===== config.mk =====
export PLATFORM = sky130hd
export DESIGN_NAME = handshake_rr_mux
export DESIGN_NICKNAME = d
export VERILOG_FILES = /design/src/rtl/handshake_rr_mux.sv
export SDC_FILE = /design/constraint.sdc
export NUM_CORES = 1
export LEC_CHECK = 0
export BUFFER_PORTS_ARGS = -buffer_cell sky130_fd_sc_hd__buf_4
export CAP_MARGIN = 20
export CORE_ASPECT_RATIO = 1.5
export CORE_UTILIZATION = 50
export DETAILED_ROUTE_END_ITERATION = 12
export PLACE_DENSITY_LB_ADDON = 0.1
export SETUP_SLACK_MARGIN = 0.1
export SLEW_MARGIN = 40
export SYNTH_ARGS = -nofsm -noshare
export SYNTH_HDL_FRONTEND = slang
export SYNTH_SLANG_ARGS = --single-unit

===== constraint.sdc =====
create_clock -name clk -period 6.15 [get_ports clk]
set_clock_uncertainty 0.05 [all_clocks]
set_input_delay 0.615 -clock clk [delete_from_list [all_inputs] [get_ports clk]]
set_output_delay 0.615 -clock clk [all_outputs]
set_load 0.01 [all_outputs]

===== src/rtl/handshake_rr_mux.sv =====
// N-channel handshake concentrator: per-channel one-entry buffers drained onto one sink bus.
// Optional build macro HANDSHAKE_RR_MUX_FIXED_PRIO_EN swaps round-robin for fixed priority.
module handshake_rr_mux #(
    parameter int WIDTH = 8,
    parameter int CH = 4,
    localparam int CH_W = $clog2(CH)
) (
    input  logic                  clk,
    input  logic                  rst,
    input  logic [CH-1:0]         sready,
    input  logic [CH*WIDTH-1:0]   din,
    output logic [CH-1:0]         sidle,
    output logic [CH-1:0]         ovf,
    input  logic                  dbusy,
    output logic                  dvalid,
    output logic [WIDTH-1:0]      dout,
    output logic [CH_W-1:0]       dch
);

    logic [CH-1:0]    full;
    logic [WIDTH-1:0] data_q [CH];
    logic             grant_vld;
    logic [CH_W-1:0]  grant_idx;

    assign sidle = ~full;

`ifdef HANDSHAKE_RR_MUX_FIXED_PRIO_EN
    // Descending scan: the last hit, the lowest-index full channel, wins.
    always_comb begin
        // NOTE: defaults first so every path assigns both outputs and no latch is inferred.
        grant_vld = 1'b0;
        grant_idx = '0;
        if (!dbusy) begin
            for (int k = CH - 1; k >= 0; k--) begin
                if (full[k]) begin
                    grant_vld = 1'b1;
                    grant_idx = CH_W'(k);
                end
            end
        end
    end
`else
    logic [CH_W-1:0] ptr;

    function automatic logic [CH_W-1:0] rr_idx(input logic [CH_W-1:0] base, input int off);
        int sum;
        sum = int'(base) + off;
        if (sum >= CH) sum = sum - CH;
        return CH_W'(sum);
    endfunction

    // Descending offset scan: the last hit is the nearest full channel at or after ptr.
    always_comb begin
        // NOTE: defaults first so every path assigns both outputs and no latch is inferred.
        grant_vld = 1'b0;
        grant_idx = '0;
        if (!dbusy) begin
            for (int k = CH - 1; k >= 0; k--) begin
                if (full[rr_idx(ptr, k)]) begin
                    grant_vld = 1'b1;
                    grant_idx = rr_idx(ptr, k);
                end
            end
        end
    end

    always_ff @(posedge clk or posedge rst) begin
        if (rst) begin
            ptr <= '0;
        end else if (grant_vld) begin
            ptr <= rr_idx(grant_idx, 1);
        end
    end
`endif

    always_ff @(posedge clk or posedge rst) begin
        if (rst) begin
            full   <= '0;
            ovf    <= '0;
            dvalid <= 1'b0;
            dout   <= '0;
            dch    <= '0;
            // NOTE: buffers are cleared as well so the post-reset state is fully deterministic.
            for (int i = 0; i < CH; i++) data_q[i] <= '0;
        end else begin
            // A write landing on the channel being granted refills it; anything else into a full buffer is dropped.
            for (int i = 0; i < CH; i++) begin
                if (sready[i] && (!full[i] || (grant_vld && grant_idx == CH_W'(i)))) begin
                    data_q[i] <= din[i*WIDTH +: WIDTH];
                    full[i]   <= 1'b1;
                end else if (grant_vld && grant_idx == CH_W'(i)) begin
                    full[i]   <= 1'b0;
                end
                ovf[i] <= sready[i] && full[i] && !(grant_vld && grant_idx == CH_W'(i));
            end
            dvalid <= grant_vld;
            dout   <= grant_vld ? data_q[grant_idx] : '0;
            dch    <= grant_vld ? grant_idx : '0;
        end
    end

endmodule

==> impl_metrics.tcl <==
set metrics [dict create \
    status "finished clean" \
    critPathLaunchType "flip-flop" \
    grtUsageTotal_pct 22.0 \
    leakagePower_nw 1.36 \
    hold_viol_final 0 \
    synth_nets 223 \
    dieWidth_um 58.5 \
    final_cells 300 \
    synth_cell_types 29 \
    drc 0 \
    die-area_mm2 0.00507 \
    dp_cells 292 \
    htreeDepth 2 \
    worstReg2RegStart "ptr[1]$_DFFE_PP0P_" \
    die_y_um 86.7 \
    placed_area_mm2 0.00284 \
    crit_fanout 19 \
    regToRegSetupSlack_ns 3.02 \
    grt_pass1_vias 1753 \
    grt_max_degree 54 \
    synth_area_leaders "dfrtp_1 55%, mux2_2 16%, o211ai_1 4.7%" \
    crit_type "reg -> reg" \
    grt.overflow.total 0 \
    num_antenna_cells 0 \
    drive_gt1_share_pct 43.6 \
    drt_wl_total_um 5010 \
    critPathLaunch "ptr[1]$_DFFE_PP0P_" \
    cts_resized 0 \
    syn_to_final_growth_pct 22.0 \
    initial_core_util_pct 52.6 \
    synth_edf_count 0 \
    cts-root-buf "clkbuf_8" \
    synth_area_mm2 0.00239 \
    vias 1627 \
    maxCapViolCount 0 \
    fin_area_mm2 0.00292 \
    cts_tree "built" \
    arrival_ns 3.27 \
    via_per_inst 5.42 \
    cts_buffers 5 \
    fillers 384 \
    clkSinkCount 53 \
    portBuffers 57 \
    synthArstFlopShare_pct 100 \
    io_pins 58 \
    cts_setup_buffers 0 \
    tightest_slew_ns 0.774 \
    final.min_clock_period_ns 3.13 \
    fin_ws_ns 3.02 \
    rows 30 \
    ant_nets 0 \
    powerDensity_mw_per_mm2 450 \
    finalCritPeriodShare_pct 50.9 \
    dp_slack_ns 3.02 \
    grt_pass1_wl_um 8120 \
    synth_area_per_cell_um2 13.3 \
    tns_ns 0 \
    num-nets-final 278 \
    synth_warnings 0 \
    dr.pass1.iters 6 \
    slew_violations 0 \
    cts_hold_buf 0 \
    hpwl_um 3910 \
    synth_top_area_share_pct 55.5 \
    rsz0062_at_grt "no" \
    final_common_cell "buf_4" \
    min_path_type "in -> async" \
    synth_ff_type "dfrtp_1" \
    drtIter0Drc 71 \
    ys_seq_area_share_pct 55.5 \
    coreArea_mm2 0.00454 \
    hold-worst-slack_ns 0.340 \
    setup_viol 0 \
    cp_data_required_time_ns 6.29 \
    wl_per_cell_um 16.7 \
    peakVddDrop_uv 252 \
    ys_ff_latch 53 \
    clockBufferDepth 2 \
    worst_skew_pair.late_latency_ns 0.30 \
    routabilityCongestion 0.828 \
    final_cell_mix "58 x buf_4, 53 x dfrtp_1, 33 x mux2_2, 15 x o211ai_1, 13 x inv_1" \
    antenna_found_initial 0 \
    slew_headroom_pct 48.4 \
    synth_area_leader_cell "dfrtp_1" \
    synth_cells 180 \
    path_clk_slew_ns 0.09 \
    max_freq_mhz 319 \
    cp-end-kind "flip-flop" \
]
[power breakdown]
group          internal [mW]  total (mW)  switching, mW
clock                 0.0810       0.183          0.102
combinational          0.266       0.507          0.241
sequential             0.503       0.621          0.118
total                  0.851        1.31          0.461
[worst max-delay path: stages, from the launching register on]
cell	delay, ns
dfrtp_1	0.46
a21bo_2	0.26
a221oi_4	0.69
nor2b_1	0.27
ha_1	0.18
inv_1	0.04
o21ai_0	0.30
and2_1	0.38
mux2_2	0.38
[kinds of logic (layout without fill, tap and decap cells)]
logic type / count (synthesis) / after routing / synth area share, %
flops: 53 / 53 / 55.5
simple gates: 20 / 20 / 4.34
compound gates: 36 / 36 / 13.3
buf+inv: 25 / 81 / 5.49
mux: 42 / 42 / 19.3
fa+ha+maj: 4 / 4 / 2.09
[sequential cells by signal, summed over array words and instances (netlist names)]
name / cells
data_q: 32
dch: 2
ptr: 2
full: 4
dvalid: 1
dout: 8
ovf: 4
[cell usage after synthesis (2+ instances only)]
cell type / instances
o21ai_0: 4
nor2_1: 7
o2111ai_1: 8
buf_4: 2
nand2_1: 4
mux2i_1: 9
o211ai_1: 15
a221oi_4: 2
dfrtp_1: 53
mux2_2: 33
ha_1: 4
buf_2: 4
inv_1: 14
buf_6: 3
and2_1: 4
[metrics by stage]
step	util, %	power (mW)
final	64.2	1.31
after global routing	64.2	1.40
after CTS	64.2	1.33
after detailed placement	62.5	1.14
after global placement	62.4	1.11
after floorplan	-	0.981
[layer usage]
metal	up-vias	GRT usage [%]	wire length, um
met2	48	42.0	2950
li1	751	-	-
met3	18	4.33	140
met5	-	0	0
met1	810	21.6	1710
met4	0	11.5	206
[worst paths after layout]
path / end / depth (start not counted)
setup reg to reg: data_q[5]$_DFFE_PP0P_ / 8
hold / removal: ovf[3]$_DFF_PP0_ / 2
hold reg to reg: data_q[4]$_DFFE_PP0P_ / 1
max in group asynchronous: data_q[2]$_DFFE_PP0P_ / 2
setup / recovery: data_q[5]$_DFFE_PP0P_ / 8
min in group clk: full[2]$_DFFE_PP0P_ / 3
[final cells by class]
cell class / instances / area [um2] / share of cell area, %
clock buffer: 8 / 80.1 / 2.75
inverter: 15 / 61.3 / 2.10
multi-input combinational: 102 / 933 / 32.0
sequential: 53 / 1330 / 45.5
tap: 64 / 80.1 / 2.75
timing repair buffer: 58 / 435 / 14.9
Note: power is estimated with default switching activity, not from simulation.
